<file path="src/rtl/rv32i_pkg.sv">
// Shared RV32I control constants: FSM state encoding, ALU/PC-select codes, opcodes.
// The optional trap path (macro CU_TRAP_EN) reuses ST_TRAP; the default build never enters it.
package rv32i_pkg;

    typedef enum logic [2:0] {
        ST_FETCH  = 3'd0,
        ST_DECODE = 3'd1,
        ST_EXEC   = 3'd2,
        ST_MEM    = 3'd3,
        ST_WB     = 3'd4,
        ST_TRAP   = 3'd5
    } cu_state_e;

    typedef enum logic [2:0] {
        ALU_ADD   = 3'b000,
        ALU_SUB   = 3'b001,
        ALU_RTYPE = 3'b010,
        ALU_ITYPE = 3'b011,
        ALU_PASSB = 3'b100,
        ALU_AUIPC = 3'b101
    } alu_op_e;

    typedef enum logic [1:0] {
        PC_PLUS4  = 2'b00,
        PC_TARGET = 2'b01,
        PC_JALR   = 2'b10,
        PC_TRAP   = 2'b11
    } pc_sel_e;

    localparam logic [6:0] OPC_LUI    = 7'b0110111;
    localparam logic [6:0] OPC_AUIPC  = 7'b0010111;
    localparam logic [6:0] OPC_JAL    = 7'b1101111;
    localparam logic [6:0] OPC_JALR   = 7'b1100111;
    localparam logic [6:0] OPC_BRANCH = 7'b1100011;
    localparam logic [6:0] OPC_LOAD   = 7'b0000011;
    localparam logic [6:0] OPC_STORE  = 7'b0100011;
    localparam logic [6:0] OPC_OP_IMM = 7'b0010011;
    localparam logic [6:0] OPC_OP     = 7'b0110011;

    // ADDI x0,x0,0: the IR holds this after reset so nothing retires spuriously.
    localparam logic [31:0] INSN_NOP = 32'h0000_0013;

    typedef struct packed {
        alu_op_e alu_op;
        logic    alu_src;
        logic    is_load;
        logic    is_store;
        logic    is_branch;
        logic    is_jal;
        logic    is_jalr;
        logic    illegal;
    } decode_t;

endpackage

</file>
<file path="src/rtl/cu_decode.sv">
// Combinational opcode decode: ALU operation, operand-B source and instruction class.
module cu_decode
    import rv32i_pkg::*;
(
    input  logic [6:0] opcode,
    output decode_t    dec
);

    always_comb begin
        // NOTE: every field gets a default before the case, so no path can infer a latch.
        dec         = '0;
        dec.alu_op  = ALU_ADD;
        dec.alu_src = 1'b0;
        case (opcode)
            OPC_OP: begin
                dec.alu_op = ALU_RTYPE;
            end
            OPC_OP_IMM: begin
                dec.alu_op  = ALU_ITYPE;
                dec.alu_src = 1'b1;
            end
            OPC_LUI: begin
                dec.alu_op  = ALU_PASSB;
                dec.alu_src = 1'b1;
            end
            OPC_AUIPC: begin
                dec.alu_op  = ALU_AUIPC;
                dec.alu_src = 1'b1;
            end
            OPC_JAL: begin
                dec.alu_src = 1'b1;
                dec.is_jal  = 1'b1;
            end
            OPC_JALR: begin
                dec.alu_src = 1'b1;
                dec.is_jalr = 1'b1;
            end
            OPC_BRANCH: begin
                dec.alu_op    = ALU_SUB;
                dec.is_branch = 1'b1;
            end
            OPC_LOAD: begin
                dec.alu_src = 1'b1;
                dec.is_load = 1'b1;
            end
            OPC_STORE: begin
                dec.alu_src  = 1'b1;
                dec.is_store = 1'b1;
            end
            default: begin
                dec.illegal = 1'b1;
            end
        endcase
    end

endmodule

</file>
<file path="src/rtl/mc_control_unit.sv">
// Multi-cycle RV32I control unit: FETCH/DECODE/EXEC/MEM/WB sequencer with retired count.
// Define CU_TRAP_EN to add the TRAP state (illegal opcodes, ack timeouts beyond MEM_TIMEOUT).
module mc_control_unit
    import rv32i_pkg::*;
#(
    parameter int MEM_TIMEOUT = 15,
    parameter int CNT_W       = 32
) (
    input  logic             clk,
    input  logic             reset,
    output logic             imem_req,
    input  logic             imem_ack,
    input  logic [31:0]      imem_rdata,
    output logic             dmem_req,
    output logic             dmem_we,
    input  logic             dmem_ack,
    input  logic             take_branch,
    output logic [6:0]       opcode,
    output logic [2:0]       funct3,
    output logic [4:0]       rd,
    output logic [2:0]       aluOp,
    output logic             aluSrc,
    output logic             memToReg,
    output logic             regWrite,
    output logic             pcWrite,
    output logic [1:0]       pcSel,
    output logic [2:0]       state,
    output logic             busy,
    output logic [CNT_W-1:0] instret
);

    cu_state_e        state_q, state_d;
    logic [31:0]      ir_q, ir_d;
    logic [CNT_W-1:0] instret_q, instret_d;
    decode_t          dec;

    logic    imem_req_s;
    alu_op_e alu_op_s;
    pc_sel_e pc_sel_s;

    cu_decode u_decode (
        .opcode (ir_q[6:0]),
        .dec    (dec)
    );

`ifdef CU_TRAP_EN
    localparam int WAIT_W = $clog2(MEM_TIMEOUT + 1) + 1;

    logic [WAIT_W-1:0] wait_q, wait_d;
    logic              timeout;

    // Asserted on the (MEM_TIMEOUT+1)-th consecutive cycle without an ack.
    assign timeout = (wait_q == WAIT_W'(MEM_TIMEOUT));
`else
    localparam int UNUSED_MEM_TIMEOUT = MEM_TIMEOUT;
`endif

    // Immediate bits are consumed by the datapath, not by the sequencer.
    logic unused_ir_hi;
    assign unused_ir_hi = ^ir_q[31:15];

    always_comb begin
        state_d    = state_q;
        ir_d       = ir_q;
        imem_req_s = 1'b0;
        dmem_req   = 1'b0;
        dmem_we    = 1'b0;
        regWrite   = 1'b0;
        memToReg   = 1'b0;
        pcWrite    = 1'b0;
        pc_sel_s   = PC_PLUS4;
        alu_op_s   = ALU_ADD;
        aluSrc     = 1'b0;

        case (state_q)
            ST_FETCH: begin
                imem_req_s = 1'b1;
                if (imem_ack) begin
                    ir_d    = imem_rdata;
                    state_d = ST_DECODE;
                end
`ifdef CU_TRAP_EN
                else if (timeout) begin
                    state_d = ST_TRAP;
                end
`endif
            end
            ST_DECODE: begin
`ifdef CU_TRAP_EN
                state_d = dec.illegal ? ST_TRAP : ST_EXEC;
`else
                state_d = ST_EXEC;
`endif
            end
            ST_EXEC: begin
                alu_op_s = dec.alu_op;
                aluSrc   = dec.alu_src;
                if (dec.is_load || dec.is_store) begin
                    state_d = ST_MEM;
                end else if (dec.is_branch) begin
                    pcWrite  = 1'b1;
                    pc_sel_s = take_branch ? PC_TARGET : PC_PLUS4;
                    state_d  = ST_FETCH;
                end else if (dec.illegal) begin
                    // Illegal opcodes retire as NOPs when there is no trap path.
                    pcWrite = 1'b1;
                    state_d = ST_FETCH;
                end else begin
                    state_d = ST_WB;
                end
            end
            ST_MEM: begin
                dmem_req = 1'b1;
                dmem_we  = dec.is_store;
                if (dmem_ack) begin
                    if (dec.is_store) begin
                        pcWrite = 1'b1;
                        state_d = ST_FETCH;
                    end else begin
                        state_d = ST_WB;
                    end
                end
`ifdef CU_TRAP_EN
                else if (timeout) begin
                    state_d = ST_TRAP;
                end
`endif
            end
            ST_WB: begin
                regWrite = (ir_q[11:7] != 5'd0);
                memToReg = dec.is_load;
                pcWrite  = 1'b1;
                if (dec.is_jal) begin
                    pc_sel_s = PC_TARGET;
                end else if (dec.is_jalr) begin
                    pc_sel_s = PC_JALR;
                end
                state_d = ST_FETCH;
            end
`ifdef CU_TRAP_EN
            ST_TRAP: begin
                pcWrite  = 1'b1;
                pc_sel_s = PC_TRAP;
                state_d  = ST_FETCH;
            end
`endif
            default: begin
                state_d = ST_FETCH;
            end
        endcase

        instret_d = instret_q;
        if (state_d == ST_FETCH && state_q != ST_FETCH && state_q != ST_TRAP) begin
            instret_d = instret_q + CNT_W'(1);
        end
    end

`ifdef CU_TRAP_EN
    always_comb begin
        wait_d = '0;
        if ((state_q == ST_FETCH || state_q == ST_MEM) && state_d == state_q) begin
            wait_d = wait_q + WAIT_W'(1);
        end
    end

    always_ff @(posedge clk or posedge reset) begin
        if (reset) begin
            wait_q <= '0;
        end else begin
            wait_q <= wait_d;
        end
    end
`endif

    // NOTE: sequential state uses non-blocking assignments only, so all flops update together.
    always_ff @(posedge clk or posedge reset) begin
        if (reset) begin
            state_q   <= ST_FETCH;
            ir_q      <= INSN_NOP;
            instret_q <= '0;
        end else begin
            state_q   <= state_d;
            ir_q      <= ir_d;
            instret_q <= instret_d;
        end
    end

    // The fetch strobe is gated so it stays low for the whole reset pulse.
    assign imem_req = imem_req_s & ~reset;
    assign aluOp    = alu_op_s;
    assign pcSel    = pc_sel_s;
    assign opcode   = ir_q[6:0];
    assign funct3   = ir_q[14:12];
    assign rd       = ir_q[11:7];
    assign state    = state_q;
    assign busy     = (state_q != ST_FETCH);
    assign instret  = instret_q;

endmodule

</file>
<file path="config.mk">
export PLATFORM = sky130hd
export DESIGN_NAME = mc_control_unit
export DESIGN_NICKNAME = d
export VERILOG_FILES = /design/src/rtl/rv32i_pkg.sv /design/src/rtl/cu_decode.sv /design/src/rtl/mc_control_unit.sv
export SDC_FILE = /design/constraint.sdc
export NUM_CORES = 1
export LEC_CHECK = 0
export ABC_AREA = 1
export BUFFER_PORTS_ARGS = -buffer_cell sky130_fd_sc_hd__buf_4
export CAP_MARGIN = 30
export CORE_MARGIN = 2
export CORE_UTILIZATION = 40
export CTS_CLUSTER_SIZE = 14
export DETAILED_ROUTE_END_ITERATION = 10
export PLACE_DENSITY = 0.62
export SYNTH_ARGS = -nofsm -noshare
export SYNTH_HDL_FRONTEND = slang
export SYNTH_HIERARCHICAL = 1
export SYNTH_SLANG_ARGS = --single-unit
</file>
<file path="constraint.sdc">
create_clock -name clk -period 2.9 [get_ports clk]
set_clock_uncertainty 0.15 [all_clocks]
set_input_delay 0.29 -clock clk [delete_from_list [all_inputs] [get_ports clk]]
set_output_delay 0.29 -clock clk [all_outputs]
set_load 0.02 [all_outputs]
</file>
# Yosys cells after proc, flatten, opt, wreduce, memory -nomap -nowiden
# Index checks and enable logic that the tools add are counted.
# Widths: inputs -> output; s select.
[op_classes]
n_addsub = 1
n_eq_ne = 14
mux = 33
bitwise = 2
n_reduce_logical = 10
[op_table]
columns = ["cell", "count"]
rows = [
  ["$add 32x1->32 const B", 1],
  ["$eq 7x6->1 const B", 3],
  ["$eq 7x7->1 const B", 3],
  ["$mux 3", 7],
  ["$mux 1", 20],
  ["$pmux 3 s5", 1],
  ["$eq 7x5->1 const B", 2],
  ["$pmux 3 s4", 1],
  ["$reduce_or 9->1", 1],
  ["$eq 7x2->1 const B", 1],
  ["$reduce_or 7->1", 1],
  ["$eq 3x2->1 const B", 2],
  ["$logic_not 3->1", 2],
  ["$reduce_bool 5->1", 1],
  ["$mux 2", 2],
  ["$pmux 2 s2", 1],
  ["$eq 3x1->1 const B", 1],
  ["$eq 3x3->1 const B", 1],
  ["$ne 3x3->1 const B", 1],
  ["$pmux 1 s3", 1],
  ["$reduce_bool 3->1", 1],
  ["$logic_and 1x1->1", 2],
  ["$reduce_and 2->1", 1],
  ["$and 1x1->1", 1],
  ["other kinds (2)", 2],
]
[word_totals]
regBits = 50
input_bits = 37
output_inout_bits = 63
wordCells = 63

# Longest topological paths before layout
[depth]
depth_word = 9
ltp_mapped = 17
depth_no_buf = 16

# Cells and area by module
# Netlist, hierarchy kept.
[modules_own_cells]
columns = ["module", "instances", "cells_each", "area_per_inst_um2", "seq_area_each_um2"]
rows = [
  ["mc_control_unit", 1, 414, 2974.1, 1255.0],
  ["cu_decode", 1, 37, 165.2, 0.0],
]

# Worst setup path before layout
# OpenSTA, ideal clock, no wires.
[synth_path]
path_type = "reg-to-output"
startpoint = "register ir_q[1]"
endpoint = "output pcWrite"
arrival_time_ps = 1883
required_ps = 2460
setup_slack_ps = 577
path_stages_with_launch = 7
path_buffers = 0
cell_sequence = "dfstp_2 nand2_2 nor4_1 inv_1 nor3_1 nand2_1 nand3_1"
[synth_rtl]
columns = ["element", "line", "rtl"]
rows = [
  ["start: declaration", "mc_control_unit.sv:33", "logic [31:0] ir_q, ir_d;"],
  ["start signal: assignment", "mc_control_unit.sv:183", "ir_q <= ir_d;"],
  ["end: declaration", "mc_control_unit.sv:25", "output logic pcWrite,"],
]

==> results.txt <==
- During I/O placement, the number of pins put on the boundary was 100.
* Worst-Margin Slew: 515 ps
- The total overflow left after global routing is 0.
- The path with the worst hold slack has its endpoint at ir_q[13].
* Number of I/O port buffers: 82
- Total power: 2.91 mW
* Sink count of the clock tree: 50
- Hold Path Class: in -> reg
- Most numerous cell in the Yosys netlist: sky130_fd_sc_hd__nand2_1
- DRC errors left: 0
- VDD IR-drop max: 504 µV
- Count of routing violations after the opening detailed-route iteration: 169
- TritonCTS built the clock tree.
* Total negative slack for setup checks: 0 ps
- Required @ worst endpoint: 2940 ps
* Number of buffer and inverter instances along the worst setup path: 2
* Count of H-tree levels built during CTS: 2
- YS warnings: 6
- Cell Count, Final, Fillers Out: 640
* Number of resized instances in the post-cts repair step: 0
- Avg Inst Size Synth: 6.96 µm²
- Clock tree synthesis selected as its root buffer the cell sky130_fd_sc_hd__clkbuf_8.
* Total power divided by cell area: 734 nW/µm²
- The biggest area contributor in the post-synthesis netlist is sky130_fd_sc_hd__dfrtp_1.
- Number of placed cells counting well taps: 631
* N_diodes: 0
- WHS Path Cells: 2
- For flop-to-flop paths, the worst setup slack is 420 ps.
* Run status: finished clean
* First-pass iteration count of the detailed router: 4
* Part of the total power dissipated in sequential elements: 0.357
- Pins Over Slew Limit: 0
* Internal power component: 1.61 mW
* Wire length of the first global-routing pass: 13100 µm
- In this design, the critical path's most frequently occurring cell is sky130_fd_sc_hd__nand2_1.
* Global routing usage summed across all routing layers: 0.193
- Counting flops with an async set or reset pin after synthesis yields a share of 1.00.
- NumNets Final: 575
- Worst-case reg-to-reg path depth: 12
* Clk Latency, worst-skew pair: 310 ps
* Startpoint of the lowest-slack register-to-register path: ir_q[0]
* Most area-consuming cells after synthesis: sky130_fd_sc_hd__dfrtp_1 (37%), sky130_fd_sc_hd__nand2_1 (22%), sky130_fd_sc_hd__nor2_1 (7.9%)
* Post-DR vias/cell: 4.78
* Full die area: 8570 µm²
- Critical path fanouts, max: 31
* Count of cell types in the netlist: 27
* Pin count of the biggest net entering global routing: 39
- Die Y-Extent: 92.6 µm
- Post-detailed-routing wire length: 7930 µm
- After legalization and detailed placement, the total HPWL measured 6180 µm.
- Unrepaired setup endpoints after global routing: no
- For the finished layout, the period the worst path requires is 2480 ps.
- Crit path max-delay cell type: sky130_fd_sc_hd__dfstp_2
* Worst setup path start: ir_q[0]
- Relative contribution of combinational cells to total power: 0.498
- Counting buffers and inverters, the worst setup path is 12 cells deep.
* CP Launch Type: register
- In this design, the largest share of critical-path delay is due to simple AND/OR/NAND/NOR gates.
- In this run, synthesis inferred 0 flip-flops with an integrated enable.
* Final Cycle Share: 0.857
- The final count of hold timing violations came to 0.
* CP Data Arrival Time: 2520 ps
* Clock network fraction of total power: 0.145
- Counting instances in the post-synthesis netlist gives the leading cell types as sky130_fd_sc_hd__nand2_1 (183), sky130_fd_sc_hd__nor2_1 (66), sky130_fd_sc_hd__dfrtp_1 (47).
* Detailed-route wire length per cell: 12.4 µm
* Crit path largest cell delay: 570 ps
- Summed over all nets, the switching power comes to 1.30 mW.
* Maximum clock path buffer count: 2
- Post-CTS Repair Setup Buffers: 0
* Net Sw Frac: 0.446
- Net count of the mapped netlist: 489
* Most used flip-flop cell after synthesis: sky130_fd_sc_hd__dfrtp_1
- Achievable frequency: 402 MHz
- Of the post-synthesis cell area, the dominant cell type holds 0.375.
- The startpoint identified for the worst hold timing path is imem_rdata[13].
- The floorplan step set the die width to 92.6 µm.
* Antenna violations before repair: 0
- Kind of capture point of the worst setup path: register
* Setup Crit Path Kind: reg -> reg
- Total standard cell area after synthesis: 3140 µm²
* Clock transition at path regs: 90 ps
* Layout cells sized above 1: 0.249
* Sequential share of the synthesized area: 0.400
- Reported leakage power: 1.96 nW
- The endpoint identified for the worst register-to-register timing path is instret[6].
* Core outline area: 7650 µm²
* Utilization after layout: 0.518
* Via count: 3058
- Vias in the first global route: 2773
- In this run the remaining antenna-violating nets after routing total 0.
- Synthesis inferred 50 register bits.
- After floorplanning, the core was divided into 32 placement rows.
* Max_cap viols: 0
* Total of hold buffers inserted after clock tree synthesis: 1
* Area delta synth->final: 26.1%
- The initial utilization of the core area, before any placement, comes to 0.411.
* Cell Chain, Critical Path: nand2_2 > nor4_1 > inv_1 > nand2_1 > nor2_1 > nand2_1 > nand2_2 > nor2_4 > nand3_2 > buf_4 > nand2_1 > o21ai_1
* Routability congestion estimate: 0.865
- Worst slew margin: 0.657
- Buffers inserted during clock tree synthesis total 5.
- Synthesized instance count: 451
- Number of endpoints failing setup at the final stage: 0
routing by layer:
metal	vias to the layer above	wire length, µm	track usage
li1	1581	-	-
met1	1400	3630	0.251
met2	68	3730	0.319
met3	9	475	0.0513
met4	0	96	0.0522
met5	-	0	0
layout make-up:
class | count | area (µm²)
clock buffers | 7 | 86.3
repair buffers | 87 | 656
multi-input cells | 350 | 1670
fillers | 770 | 3690
clock inverters | 1 | 5.00
flip-flops and latches | 50 | 1250
inverters | 43 | 161
well taps | 102 | 128
worst register-to-register path, delay by kind of cell (launching register included):
kind | cells | cell delay [ps]
AOI/OAI and AO/OA | 1 | 60
DFF | 1 | 570
and+or+nand+nor | 9 | 1200
buffers and inverters | 2 | 380
registers in the layout (all words and copies together) (netlist names):
name and flops:
ir_q 15, state 3, instret 32
through the flow:
step                hold WS, ps  area (µm²)  setup WS [ps]
finish                     61.8        3960            415
global route               43.3        3960            188
CTS                        56.4        3960            382
global placement            113        3860            460
detailed placement          111        3860            404
floorplan                   290        3140            577
layout by cell type (no fill, tap or decap), drive strengths merged:
cell         count
nand2          189
buf             86
nor2            74
dfrtp           47
inv             43
nand3           23
mux2            13
nand3b          10
nand4            8
xnor2            8
xor2             7
clkbuf           7
nor3             6
o21ai            6
a21oi            3
dfstp            3
o41ai            1
ha               1
clkinv           1
dlygate4sd3      1
nor4             1
worst max path at each step:
stage / slack (ps) / end
2_1_floorplan: 580 / pcWrite
3_3_place_gp: 460 / instret[6]
3_5_place_dp: 400 / instret[6]
4_1_cts: 380 / instret[6]
5_1_grt: 190 / instret[2]
6_report: 420 / instret[6]
power groups by stage:
stage / clock [mW] / sequential, mW / combinational [mW]
detailed placement: 0 / 1.05 / 1.46
CTS: 0.434 / 1.04 / 1.47
global route: 0.468 / 1.07 / 1.58
floorplan: 0 / 1.20 / 0.840
finish: 0.421 / 1.04 / 1.45
global placement: 0 / 1.04 / 1.45
cell families (layout without fill, tap and decap cells):
kind of cell,Yosys count,after routing,share of synthesized area
compound gates,10,10,0.0171
xor+xnor,15,15,0.0419
fa+ha+maj,1,1,0.00399
buf+inv,51,138,0.0690
flops,50,50,0.400
mux,13,13,0.0466
simple gates,311,311,0.422
(Power assumes the default switching activity.)
